**config.mk**
```make
export PLATFORM = sky130hd
export DESIGN_NAME = if_fetch_stage_flat
export DESIGN_NICKNAME = d
export VERILOG_FILES = /design/src/rtl/if_fetch_stage_if.sv /design/src/rtl/if_fetch_stage.sv /design/src/flat_wrapper.sv
export SDC_FILE = /design/constraint.sdc
export NUM_CORES = 1
export LEC_CHECK = 0
export ABC_AREA = 1
export CAP_MARGIN = 40
export CORE_MARGIN = 5
export CORE_UTILIZATION = 45
export DETAILED_ROUTE_END_ITERATION = 10
export MAX_ROUTING_LAYER = met4
export PLACE_DENSITY = 0.8
export SETUP_SLACK_MARGIN = 0.1
export SLEW_MARGIN = 10
export SYNTH_ARGS = -nofsm -noshare
export SYNTH_HDL_FRONTEND = slang
export SYNTH_SLANG_ARGS = --single-unit
```
**constraint.sdc**
```tcl
create_clock -name clk -period 3 [get_ports clk]
set_input_delay 0.3 -clock clk [delete_from_list [all_inputs] [get_ports clk]]
set_output_delay 0.3 -clock clk [all_outputs]
set_load 0.1 [all_outputs]
```
**src/rtl/if_fetch_stage_if.sv**
```systemverilog
// Fetch-stage bus: instruction-memory port plus the IF/ID register contents handed to decode.
interface if_fetch_stage_if;
  logic [31:0] imem_addr;
  logic [31:0] imem_instr;
  logic [31:0] if_id_pc;
  logic [31:0] if_id_pc4;
  logic [31:0] if_id_instr;
  logic        if_id_valid;

  modport master (
    output imem_addr,
    input  imem_instr,
    output if_id_pc,
    output if_id_pc4,
    output if_id_instr,
    output if_id_valid
  );

  modport slave (
    input  imem_addr,
    output imem_instr,
    input  if_id_pc,
    input  if_id_pc4,
    input  if_id_instr,
    input  if_id_valid
  );
endinterface

```
**src/rtl/if_fetch_stage.sv**
```systemverilog
// MIPS IF stage: PC register, next-PC selection (redirect > stall > +4) and the IF/ID register.
// Optional IF_PERF_CNT_EN adds saturating fetch/bubble performance counters.
module if_fetch_stage #(
  parameter logic [31:0] RESET_PC  = 32'h0000_0000,
  parameter logic [31:0] NOP_INSTR = 32'h0000_0000
) (
  input  logic                 clk,
  input  logic                 rst_n,
  if_fetch_stage_if.master     fb,
  input  logic                 stall,
  input  logic                 flush,
  input  logic                 redirect_valid,
  input  logic [31:0]          redirect_pc,
  output logic                 misalign_err
`ifdef IF_PERF_CNT_EN
  ,
  output logic [31:0]          perf_fetch_cnt,
  output logic [31:0]          perf_bubble_cnt
`endif
);

  logic [31:0] pc;
  logic [31:0] pc_next;
  logic [31:0] pc_plus4;
  logic        load_bubble;
  logic        load_fetch;

  logic [31:0] ifid_pc;
  logic [31:0] ifid_pc4;
  logic [31:0] ifid_instr;
  logic        ifid_valid;

  assign pc_plus4    = pc + 32'd4;
  assign load_bubble = flush | redirect_valid;
  assign load_fetch  = ~load_bubble & ~stall;

  always_comb begin
    pc_next = pc_plus4;
    if (redirect_valid) begin
      pc_next = {redirect_pc[31:2], 2'b00};
    end else if (stall) begin
      pc_next = pc;
    end
  end

  always_ff @(posedge clk or negedge rst_n) begin
    if (!rst_n) begin
      pc           <= RESET_PC;
      misalign_err <= 1'b0;
    end else begin
      pc           <= pc_next;
      misalign_err <= redirect_valid & (|redirect_pc[1:0]);
    end
  end

  always_ff @(posedge clk or negedge rst_n) begin
    if (!rst_n) begin
      ifid_pc    <= '0;
      ifid_pc4   <= '0;
      ifid_instr <= NOP_INSTR;
      ifid_valid <= 1'b0;
    end else if (load_bubble) begin
      ifid_pc    <= '0;
      ifid_pc4   <= '0;
      ifid_instr <= NOP_INSTR;
      ifid_valid <= 1'b0;
    end else if (load_fetch) begin
      ifid_pc    <= pc;
      ifid_pc4   <= pc_plus4;
      ifid_instr <= fb.imem_instr;
      ifid_valid <= 1'b1;
    end
  end

  assign fb.imem_addr   = pc;
  assign fb.if_id_pc    = ifid_pc;
  assign fb.if_id_pc4   = ifid_pc4;
  assign fb.if_id_instr = ifid_instr;
  assign fb.if_id_valid = ifid_valid;

`ifdef IF_PERF_CNT_EN
  // Every edge counts as exactly one of: real fetch, or bubble/stall-hold.
  always_ff @(posedge clk or negedge rst_n) begin
    if (!rst_n) begin
      perf_fetch_cnt  <= '0;
      perf_bubble_cnt <= '0;
    end else if (load_fetch) begin
      if (perf_fetch_cnt != '1) perf_fetch_cnt <= perf_fetch_cnt + 32'd1;
    end else begin
      if (perf_bubble_cnt != '1) perf_bubble_cnt <= perf_bubble_cnt + 32'd1;
    end
  end
`endif

endmodule

```
**src/flat_wrapper.sv**
```systemverilog
// flat-port wrapper written by rule: the top's interface ports become plain ports
module if_fetch_stage_flat 
#(
  parameter logic [31:0] RESET_PC  = 32'h0000_0000,
  parameter logic [31:0] NOP_INSTR = 32'h0000_0000
)
  (clk, rst_n, stall, flush, redirect_valid, redirect_pc, misalign_err, fb_imem_addr, fb_imem_instr, fb_if_id_pc, fb_if_id_pc4, fb_if_id_instr, fb_if_id_valid);
  if_fetch_stage_if fb_i ();
  input  logic clk;
  input  logic rst_n;
  input  logic stall;
  input  logic flush;
  input  logic redirect_valid;
  input  logic [31:0] redirect_pc;
  output logic misalign_err;
  output wire logic [$bits(fb_i.imem_addr)-1:0] fb_imem_addr;
  input wire logic [$bits(fb_i.imem_instr)-1:0] fb_imem_instr;
  output wire logic [$bits(fb_i.if_id_pc)-1:0] fb_if_id_pc;
  output wire logic [$bits(fb_i.if_id_pc4)-1:0] fb_if_id_pc4;
  output wire logic [$bits(fb_i.if_id_instr)-1:0] fb_if_id_instr;
  output wire logic [$bits(fb_i.if_id_valid)-1:0] fb_if_id_valid;
  assign fb_imem_addr = fb_i.imem_addr;
  assign fb_i.imem_instr = fb_imem_instr;
  assign fb_if_id_pc = fb_i.if_id_pc;
  assign fb_if_id_pc4 = fb_i.if_id_pc4;
  assign fb_if_id_instr = fb_i.if_id_instr;
  assign fb_if_id_valid = fb_i.if_id_valid;
  if_fetch_stage #(.RESET_PC(RESET_PC), .NOP_INSTR(NOP_INSTR)) u_core (.clk(clk), .rst_n(rst_n), .fb(fb_i), .stall(stall), .flush(flush), .redirect_valid(redirect_valid), .redirect_pc(redirect_pc), .misalign_err(misalign_err));
endmodule
```
==> results of run 1 <==
-- path summary, 6_finish.rpt --
path                                         start                   endpoint  cells after the start
min in group clk                    redirect_pc[0]        u_core.misalign_err                      3
setup reg to reg            u_core.fb.imem_addr[2]    u_core.fb.imem_addr[22]                     10
hold reg to reg            u_core.fb.if_id_pc4[27]    u_core.fb.if_id_pc4[27]                      2
max in group asynchronous                    rst_n      u_core.fb.if_id_pc[5]                      4
hold / removal                               rst_n  u_core.fb.if_id_instr[18]                      2
setup / recovery            u_core.fb.imem_addr[2]    u_core.fb.imem_addr[22]                     10
-- through the flow --
step                      instance area (µm²)  power [µW]  utilization
final                                    8362        5178       0.6653
after global routing                     8362        5359       0.6653
after CTS                                8362        5204       0.6653
after detailed placement                 7765        3154       0.6178
after global placement                   7520        3120       0.5983
after floorplan                          5754        2760            -
-- where the power goes --
group          switching, µW  internal, µW  total (µW)
sequential               101          1760        1860
combinational            966           302        1270
clock                    705          1340        2050
-- cells in the final DEF, fill, tap and decap left out, types with 2 or more instances in the layout --
cell and instances:
conb_1 6, nand2_2 2, inv_1 51, a22o_1 35, nand2_4 2, buf_8 15, clkbuf_8 2, a21oi_1 9
clkbuf_16 17, nor2_2 6, nand3_1 41, nand4_1 2, nand2_1 238, buf_12 2, buf_4 119, clkdlybuf4s50_1 82
clkinv_2 5, o21ai_2 10, o211ai_1 8, bufinv_16 3, xor2_1 7, o21ai_0 32, clkbuf_1 5, nor2_4 4
nor2_1 43, dfrtp_1 124, inv_2 4, o21ai_1 2, nor2_8 2
-- synth_stat cells, drive strengths merged --
| master | count |
|---|---|
| nand2 | 242 |
| dfrtp | 124 |
| inv | 55 |
| nor2 | 55 |
| o21ai | 44 |
| nand3 | 42 |
| a22o | 35 |
| buf | 30 |
| a21oi | 9 |
| o211ai | 8 |
| xor2 | 8 |
| clkbuf | 4 |
| nand4 | 2 |
| and2 | 1 |
| conb | 1 |
| ha | 1 |
| nand3b | 1 |
| nor3b | 1 |
| o221ai | 1 |
| xnor2 | 1 |
-- registers in the layout (all words and copies together) (netlist names) --
register               count
u_core.fb.if_id_valid      1
u_core.fb.if_id_pc        30
u_core.fb.imem_addr       30
u_core.misalign_err        1
u_core.fb.if_id_pc4       30
u_core.fb.if_id_instr     32
-- cells by family after synthesis --
group           count (synthesis)  synth area share
xor+xnor                        9           0.01505
buf+inv                        89           0.06937
simple gates                  344            0.2535
other cells                     1         0.0006538
flops                         124            0.5410
compound gates                 97            0.1182
fa+ha+maj                       1          0.002181
-- final cells by class --
cell class,count,share of cell area
clock buffer,24,0.05641
multi-input combinational,457,0.2704
timing repair buffer,219,0.2379
sequential,124,0.3711
tap,172,0.02574
inverter,55,0.02469
clock inverter,8,0.01377
-- routing by layer --
layer | vias to the layer above | global-route usage
li1 | 2560 | -
met2 | 226 | 0.3830
met5 | - | -
met4 | 0 | 0.07628
met3 | 28 | 0.05535
met1 | 2491 | 0.3167
-- what timing repair did --
item / CTS / global route
resized for setup: 0 / 0
hold endpoints to repair: 39 / 0
hold buffers: 1 / 0
==> reports/metrics.csv, run 1 <==
stage,metric,value,unit
setup_path,cell family with most CP delay,simple AND/OR/NAND/NOR gates,
sta,Post-Route Skew,6.167,ps
detailed_routing,DRT Pass-1 Iters,4,
grt,GRT overflow,0,
sta,final-report setup violation count,0,
setup_path,CP required,3300,ps
floorplanning,Core Box Area,12570,µm²
cells_and_area,share of cells above drive strength 1,0.2198,
place,Place WS,873.3,ps
sta,f_max,545.9,MHz
setup_path,worst-path maximum fanout,7,
clock_network,CTS Root Cell,clkbuf_16,
detailed_routing,met3 routed WL,1324,µm
sta,worst slew pin tran,623.2,ps
grt,vias in the first global route,5223,
cells_and_area,Post-Layout Cell Count,1059,
logic_synthesis,flip-flop and latch count after synthesis,124,
sta,final setup margin,1168,ps
clock_network,total CTS buffers,17,
floorplanning,height of the die,122.9,µm
place,port bufs,192,
logic_synthesis,post-synth top area cell,dfrtp_1,
logic_synthesis,Ys Warns,0,
place,Placer Congestion,0.8268,
setup_path,type of origin of the critical path,flop,
floorplanning,Rows,41,
setup_path,crit end category,flop,
detailed_routing,Final ANT Viol Nets,0,
grt,global-route wire length before repair,27590,µm
status,status,"complete, no violations",
floorplanning,I/O pins,199,
sta,Max-slew headroom,0.5839,
cells_and_area,multi-input logic area,2261,µm²
detailed_routing,via count,5305,
cells_and_area,fill cell count,1014,
sta,max-slew violations,0,
logic_synthesis,share of the synthesized area in the top cell type,0.5410,
sta,Final TNS setup,0,ps
floorplanning,Die ar.,15100,µm²
detailed_routing,Detailed Route Iter0 Violations,428,
clock_network,CTS tree,built,
setup_path,critical path's largest stage delay,500,ps
logic_synthesis,"top cells by area, synth","dfrtp_1 54%, nand2_1 16%, a22o_1 5.3%",
detailed_routing,top sig layer,met4,
cells_and_area,synthesis-to-layout area growth,45.79,%
setup_path,Worst R2R Setup Slack,1170,ps
logic_synthesis,post-synthesis sequential area ratio,0.5410,
detailed_routing,wire length on met1,7666,µm
grt,initial antenna violation count,0,
clock_network,clk buf depth,2,
clock_network,H-tree depth,4,
sta,worst hold slack,410.3,ps
cells_and_area,number of diodes,0,
sta,Tmin final,1832,ps
detailed_routing,DRC viols,0,
logic_synthesis,Cells after Synth,665,
detailed_routing,DR WL/cell,16.73,µm
grt,largest net degree at the start of global routing,52,
setup_path,Crit path arrival time,2130,ps
clock_network,clk sink count,124,
clock_network,Post-CTS Setup Inserts,0,
sta,RSZ-0062 raised after global routing,false,
setup_path,CP Class,reg2reg,
setup_path,"most used cell, CP",nand2_1,
detailed_routing,met2 WL,8399,µm
setup_path,CP max-delay cell,dfrtp_1,
sta,fin crit share,0.6107,
grt,global-route usage over all layers,0.2437,
place,placed cell count,1026,
clock_network,Worst-path clk slew,50,ps
detailed_routing,vias per inst,5.009,
logic_synthesis,Post-Syn Area,5736,µm²
sta,Final Hold Vio Count,0,
power,leak pwr,0.004201,µW
worst_hold_path,HP Class,in2async,
floorplanning,die outline width,122.9,µm
flow_run,maxcap violations,0,
power,Peak VDD IR,0.3386,mV
power,PwrDens,619.2,nW/µm²
floorplanning,starting density of the core,0.4563,
setup_path,CP bufs+invs,0,
clock_network,Clock Latency Late Sink,410,ps
cells_and_area,Seq. cell area,3103,µm²
place,Detailed Place HPWL,12740,µm
logic_synthesis,"Distinct cells, synth",32,
setup_path,"Cell Chain, Critical Path",ha_1 > nand3_2 > nor2_4 > nand2_4 > nor2_4 > nand2_1 > nand2_1 > nand2_1 > nand2_1 > nand2_1,
logic_synthesis,Syn Area/Cell,8.625,µm²
detailed_routing,final wirelength,17720,µm
cells_and_area,Final nets,944,
(Power assumes the default switching activity.)
==> run 2: changes to the inputs <==
==> constraint.sdc (replaced) <==
create_clock -name clk -period 1.86 [get_ports clk]
set_input_delay 0.186 -clock clk [delete_from_list [all_inputs] [get_ports clk]]
set_output_delay 0.186 -clock clk [all_outputs]
set_load 0.1 [all_outputs]
==> run 2 against run 1 <==
- critical path depth unchanged
- combinational power increased by 61%
- total power grew 55%
- register-to-register slack lost 960 ps
- fmax is 11% higher
- non-clock buffer count fell by 7
- largest cell class unchanged
==> reports/metrics.csv, run 2 (same netlist as run 1, synthesis figures left out) <==
stage,metric,value,unit,change
status,status,"complete, no violations",,unchanged
floorplanning,Die ar.,15100,µm²,unchanged
cells_and_area,number of diodes,0,,unchanged
detailed_routing,via count,5316,,was 5305
grt,vias in the first global route,5257,,was 5223
detailed_routing,DRT Pass-1 Iters,5,,was 4
setup_path,crit path capture,u_core.fb.if_id_pc4[22],,was u_core.fb.imem_addr[22]
sta,final-report setup violation count,0,,unchanged
cells_and_area,share of the core filled with cells,0.6526,,was 0.6653
setup_path,CP Class,reg2reg,,unchanged
floorplanning,Core Box Area,12570,µm²,unchanged
detailed_routing,Final ANT Viol Nets,0,,unchanged
grt,largest net degree at the start of global routing,52,,unchanged
clock_network,Clock Latency Late Sink,410,ps,about the same
flow_run,maxcap violations,0,,unchanged
setup_path,Worst R2R Setup Slack,210,ps,was 1170 ps
cells_and_area,"commonest non-fill, non-tap cell in the layout",nand2_1,,unchanged
setup_path,critical path's largest stage delay,460,ps,was 500 ps
power,net switching power,2862,µW,was 1773 µW
setup_path,worst-path maximum fanout,7,,unchanged
power,Peak VDD IR,0.6730,mV,was 0.3386 mV
sta,max-slew violations,0,,unchanged
detailed_routing,DRC viols,0,,unchanged
sta,worst slew pin tran,609.1,ps,was 623.2 ps
sta,Max-slew headroom,0.5933,,was 0.5839
grt,GRT overflow,0,,unchanged
cells_and_area,Largest register FFs,32,,unchanged
cells_and_area,share of cells above drive strength 1,0.2636,,was 0.2198
place,Detailed Place HPWL,12870,µm,was 12740 µm
sta,fin crit share,0.8873,,was 0.6107
floorplanning,I/O pins,199,,unchanged
floorplanning,Rows,41,,unchanged
sta,Tmin final,1650,ps,was 1832 ps
power,PwrDens,981.6,nW/µm²,was 619.2 nW/µm²
clock_network,Worst-path clk slew,60,ps,was 50 ps
sta,Post-Route Skew,10.04,ps,was 6.167 ps
detailed_routing,DR WL/cell,16.92,µm,was 16.73 µm
setup_path,crit path launch,u_core.fb.imem_addr[2],,unchanged
detailed_routing,vias per inst,5.053,,was 5.009
setup_path,Crit path arrival time,1950,ps,was 2130 ps
worst_hold_path,HP Class,in2async,,unchanged
setup_path,cell family with most CP delay,simple AND/OR/NAND/NOR gates,,unchanged
sta,worst hold slack,194.2,ps,was 410.3 ps
setup_path,CP max-delay cell,dfrtp_4,,was dfrtp_1
sta,Final TNS setup,0,ps,unchanged
floorplanning,die outline width,122.9,µm,unchanged
power,Combinational Power Share,0.254,,was 0.245
cells_and_area,Seq. cell area,3142,µm²,was 3103 µm²
grt,global-route wire length before repair,27390,µm,was 27590 µm
power,Seq pwr share,0.375,,was 0.359
power,Net Sw Frac,0.3556,,was 0.3424
cells_and_area,fill cell count,1048,,was 1014
power,leak pwr,0.004112,µW,was 0.004201 µW
clock_network,CTS tree,built,,unchanged
sta,RSZ-0062 raised after global routing,false,,unchanged
setup_path,crit end category,flop,,unchanged
clock_network,total CTS buffers,17,,unchanged
clock_network,CTS Root Cell,clkbuf_16,,unchanged
setup_path,type of origin of the critical path,flop,,unchanged
place,port bufs,192,,unchanged
detailed_routing,Detailed Route Iter0 Violations,554,,was 428
setup_path,CP bufs+invs,0,,unchanged
cells_and_area,Post-Layout Cell Count,1052,,was 1059
power,internal power,5188,µW,was 3405 µW
setup_path,"most used cell, CP",nand2_1,,unchanged
detailed_routing,final wirelength,17800,µm,was 17720 µm
setup_path,R2R Path End,u_core.fb.if_id_pc4[22],,was u_core.fb.imem_addr[22]
place,placed cell count,1014,,was 1026
floorplanning,starting density of the core,0.4563,,unchanged
sta,f_max,605.9,MHz,was 545.9 MHz
cells_and_area,synthesis-to-layout area growth,43.00,%,was 45.79%
clock_network,clk buf depth,2,,unchanged
place,Placer Congestion,0.9082,,was 0.8268
setup_path,"Cell Chain, Critical Path",ha_4 > nand3_4 > nor2_4 > nand2_4 > nor2_4 > nand2_1 > nand2_1 > nand2_2 > nand2_1 > nand2_1,,was ha_1 > nand3_2 > nor2_4 > nand2_4 > nor2_4 > nand2_1 > nand2_1 > nand2_1 > nand2_1 > nand2_1
cells_and_area,most frequent cells in the layout,"237 x nand2_1, 139 x buf_4, 97 x dfrtp_1, 67 x clkdlybuf4s50_1, 51 x inv_1",,"was 238 x nand2_1, 124 x dfrtp_1, 119 x buf_4, 82 x clkdlybuf4s50_1, 51 x inv_1"
cells_and_area,multi-input logic area,2283,µm²,was 2261 µm²
clock_network,H-tree depth,4,,unchanged
setup_path,Levels on crit path,10,,unchanged
floorplanning,height of the die,122.9,µm,unchanged
sta,Final Hold Vio Count,0,,unchanged
grt,initial antenna violation count,0,,unchanged
cells_and_area,Final nets,937,,was 944
grt,global-route usage over all layers,0.2426,,was 0.2437
clock_network,clk sink count,124,,unchanged
setup_path,R2R Path Start,u_core.fb.imem_addr[2],,unchanged
setup_path,CP required,2150,ps,was 3300 ps
setup_path,path depth of the worst reg2reg path,10,,unchanged
power,Clock Power Share,0.371,,was 0.396
run 2: cell count changes in the layout (fill, tap and decap cells not counted), sizes merged:
cell	delta
clkdlybuf4s50	-15
buf	+8
bufinv	-2
clkinv	+2
clkbuf	-1
clkinvlp	+1
run 2: cell type report:
| cell class | instances | share of cell area |
|---|---|---|
| Clock inverter | 9 | 0.008848 |
| Inverter | 55 | 0.02517 |
| Sequential cell | 124 | 0.3831 |
| Tap cell | 172 | 0.02624 |
| Clock buffer | 23 | 0.05584 |
| Timing Repair Buffer | 212 | 0.2224 |
| Multi-Input combinational cell | 457 | 0.2784 |
run 2: how the worst min path moves through the flow:
stage	depth (start not counted)	from	to	slack [ps]
finish	2	rst_n	u_core.fb.imem_addr[22]	190
global route	2	rst_n	u_core.fb.if_id_pc[24]	210
CTS	2	rst_n	u_core.fb.imem_addr[22]	180
detailed placement	1	rst_n	u_core.fb.if_id_pc[24]	80
global placement	1	rst_n	u_core.fb.if_id_pc[24]	80
floorplan	0	rst_n	u_core.fb.if_id_instr[0]	-110
run 2: timing repair:
item                                    4_1_cts  5_1_grt
endpoints found under the setup margin        0        1
setup buffers                                 0        5
endpoints found under the hold margin       100        0
resized for setup                             0        2
hold buffers                                  1        0
run 2: per-layer routing:
metal	global-route usage	routed length (µm)	vias to the layer above	part of all wire
met5	-	0	-	0
met1	0.3168	7659	2500	0.43
li1	-	-	2535	-
met2	0.3738	8276	254	0.46
met4	0.08397	346	0	0.019
met3	0.05718	1517	27	0.085
run 2: through the flow:
step	setup WS [ps]	power [µW]	cell area (µm²)
after floorplan	136.8	4471	5806
after global placement	125.3	5073	7614
after detailed placement	50.69	5091	7614
after CTS	200.5	8085	8154
after global routing	90.28	8344	8202
final	209.6	8050	8202
run 2: power by group through the flow:
| stage | clock [µW] | combinational, µW | sequential, µW |
|---|---|---|---|
| 3_5_place_dp | 0 | 2030 | 3060 |
| 2_1_floorplan | 0 | 431 | 4040 |
| 3_3_place_gp | 0 | 2020 | 3060 |
| 6_report | 2990 | 2050 | 3020 |
| 5_1_grt | 3170 | 2140 | 3030 |
| 4_1_cts | 3030 | 2040 | 3010 |
==> run 3: changes to the inputs <==
--- a/config.mk
+++ b/config.mk
@@ -8,10 +8,10 @@
 export ABC_AREA = 1
 export CAP_MARGIN = 40
 export CORE_MARGIN = 5
-export CORE_UTILIZATION = 45
+export CORE_UTILIZATION = 41
 export DETAILED_ROUTE_END_ITERATION = 10
 export MAX_ROUTING_LAYER = met4
-export PLACE_DENSITY = 0.8
+export PLACE_DENSITY = 0.77
 export SETUP_SLACK_MARGIN = 0.1
 export SLEW_MARGIN = 10
 export SYNTH_ARGS = -nofsm -noshare
==> constraint.sdc (replaced) <==
create_clock -name clk -period 1.5 [get_ports clk]
set_input_delay 0.15 -clock clk [delete_from_list [all_inputs] [get_ports clk]]
set_output_delay 0.15 -clock clk [all_outputs]
set_load 0.1 [all_outputs]
==> run 3 against run 2 <==
- critical path depth down 1
- largest power group is now clock
- combinational power up 60%
- wire length rose by 18%
- utilization up 12 points
- the flow now finishes with violations (setup timing)
- final area grew 30%
==> reports/metrics.csv, run 3 (same netlist as run 1, synthesis figures left out) <==
stage,metric,value,unit,change
floorplanning,Core Box Area,13770,µm²,was 12570 µm²
setup_path,Crit path arrival time,1930,ps,was 1950 ps
floorplanning,Die ar.,16450,µm²,was 15100 µm²
floorplanning,Rows,43,,was 41
setup_path,crit path launch,u_core.fb.imem_addr[3],,was u_core.fb.imem_addr[2]
place,Post-DP Area,9508,µm²,was 7614 µm²
cells_and_area,most frequent cells in the layout,"210 x nand2_1, 134 x buf_12, 95 x dfrtp_1, 67 x clkdlybuf4s50_1, 50 x inv_1",,"was 237 x nand2_1, 139 x buf_4, 97 x dfrtp_1, 67 x clkdlybuf4s50_1, 51 x inv_1"
detailed_routing,via count,5803,,was 5316
floorplanning,die outline width,128.3,µm,was 122.9 µm
power,PwrDens,1094,nW/µm²,was 981.6 nW/µm²
setup_path,crit path capture,u_core.fb.if_id_pc4[30],,was u_core.fb.if_id_pc4[22]
cells_and_area,"commonest non-fill, non-tap cell in the layout",nand2_1,,unchanged
setup_path,Worst R2R Setup Slack,-110,ps,was 210 ps
floorplanning,I/O pins,199,,unchanged
power,Peak VDD IR,0.8380,mV,was 0.6730 mV
clock_network,total CTS buffers,17,,unchanged
grt,vias in the first global route,5917,,was 5257
clock_network,CTS tree,built,,unchanged
floorplanning,starting density of the core,0.4164,,was 0.4563
sta,final-report setup violation count,33,,was 0
place,port bufs,192,,unchanged
detailed_routing,Final ANT Viol Nets,0,,unchanged
cells_and_area,fill cell count,808,,was 1048
cells_and_area,share of cells above drive strength 1,0.3749,,was 0.2636
sta,Post-Route Skew,5.565,ps,was 10.04 ps
sta,fin crit share,1.076,,was 0.8873
cells_and_area,final instance area,10650,µm²,was 8202 µm²
cells_and_area,Final nets,972,,was 937
clock_network,clk sink count,124,,unchanged
grt,initial antenna violation count,1,,was 0
floorplanning,height of the die,128.3,µm,was 122.9 µm
status,failing checks,setup timing,,
setup_path,R2R Path End,u_core.fb.if_id_pc4[30],,was u_core.fb.if_id_pc4[22]
sta,final setup margin,-113.9,ps,was 209.6 ps
clock_network,CTS Root Cell,clkbuf_16,,unchanged
place,Placer Congestion,0.8883,,was 0.9082
clock_network,Worst-path clk slew,60,ps,about the same
setup_path,type of origin of the critical path,flop,,unchanged
sta,RSZ-0062 raised after global routing,true,,was false
cells_and_area,share of the core filled with cells,0.7733,,was 0.6526
grt,GRT overflow,0,,unchanged
detailed_routing,Detailed Route Iter0 Violations,576,,was 554
setup_path,R2R Path Start,u_core.fb.imem_addr[3],,was u_core.fb.imem_addr[2]
clock_network,H-tree depth,4,,unchanged
worst_hold_path,HP Class,in2reg,,was in2async
clock_network,Clock Latency Late Sink,420,ps,was 410 ps
clock_network,clk buf depth,2,,unchanged
sta,Final Hold Vio Count,0,,unchanged
detailed_routing,DRC viols,0,,unchanged
place,Detailed Place HPWL,14240,µm,was 12870 µm
setup_path,path depth of the worst reg2reg path,9,,was 10
setup_path,worst-path maximum fanout,4,,was 7
setup_path,CP Class,reg2reg,,unchanged
detailed_routing,final wirelength,21000,µm,was 17800 µm
setup_path,CP required,1810,ps,was 2150 ps
cells_and_area,synthesis-to-layout area growth,85.71,%,was 43.00%
power,Total Power,11650,µW,was 8050 µW
status,status,"complete, but fails checks",,"was complete, no violations"
grt,largest net degree at the start of global routing,88,,was 52
sta,Tmin final,1614,ps,was 1650 ps
sta,f_max,619.6,MHz,was 605.9 MHz
detailed_routing,DRT Pass-1 Iters,7,,was 5
cells_and_area,Largest register FFs,32,,unchanged
grt,global-route usage over all layers,0.2546,,was 0.2426
flow_run,maxcap violations,0,,unchanged
grt,global-route wire length before repair,31540,µm,was 27390 µm
sta,max-slew violations,0,,unchanged
setup_path,crit end category,flop,,unchanged
power,leak pwr,0.004860,µW,was 0.004112 µW
detailed_routing,DR WL/cell,19.16,µm,was 16.92 µm
detailed_routing,vias per inst,5.295,,was 5.053
[run 3: cell types whose count changed in the layout (fill, tap and decap cells not counted), sizes merged]
cell / change
buf: +35
bufinv: +4
clkbuf: -6
clkinv: -1
clkinvlp: +1
diode: +1
inv: +2
[run 3: through the flow]
stage                     worst slack [ps]  cells  hold WS, ps  TNS, ps
final                               -113.9   1096        285.8    -1727
after global routing                -173.1   1096        284.5    -4421
after CTS                           -56.73   1087        277.7   -231.6
after detailed placement            -68.70   1044        238.6   -679.7
after global placement               2.211   1044        231.0        0
after floorplan                     -183.8    670       -145.6    -2994
[run 3: where the power goes]
| group | internal, µW | switching, µW | total, µW | leakage (µW) |
|---|---|---|---|---|
| clock network | 2950 | 1580 | 4530 | 0.000313 |
| logic | 1170 | 2100 | 3270 | 0.00293 |
| registers | 3570 | 284 | 3860 | 0.00162 |
[run 3: timing repair]
action | in CTS | in global routing
setup endpoints to repair | 49 | 59
pin swaps | 11 | 33
gates cloned | 0 | 0
gates resized for setup | 34 | 53
setup buffers | 10 | 9
endpoints found under the hold margin | 124 | 0
hold buffers | 1 | 0
[run 3: worst min path at each step]
stage / slack (ps) / start / depth (start not counted) / endpoint
6_report: 290 / redirect_pc[0] / 3 / u_core.misalign_err
2_1_floorplan: -150 / rst_n / 0 / u_core.fb.if_id_instr[0]
4_1_cts: 280 / redirect_pc[0] / 3 / u_core.misalign_err
3_5_place_dp: 240 / rst_n / 2 / u_core.fb.if_id_pc[30]
3_3_place_gp: 230 / rst_n / 2 / u_core.fb.if_id_instr[20]
5_1_grt: 280 / redirect_pc[0] / 3 / u_core.misalign_err
[run 3: routing by layer]
metal,track usage,wire [µm],vias up
met4,0.1011,567,0
met2,0.4128,10370,321
li1,-,-,2605
met1,0.3036,8147,2833
met5,-,0,-
met3,0.06583,1914,44
[run 3: final cells by class]
cell class,count,area (µm²),share of cell area
inverter,55,206.4,0.01938
clock inverter,15,220.2,0.02067
multi-input combinational,457,2619,0.2459
antenna,1,2.502,0.0002349
tap,180,225.2,0.02114
timing repair buffer,247,3746,0.3517
clock buffer,17,425.4,0.03994
sequential,124,3207,0.3011
[run 3: critical path: stages (launching register included)]
cell and delay [ps]:
dfrtp_4 440, ha_4 160, nand3_4 90, nor2_4 170, nand2_4 110, nor2_4 160, buf_12 130, nand3_2 90
nand3_2 100, nand2_1 50
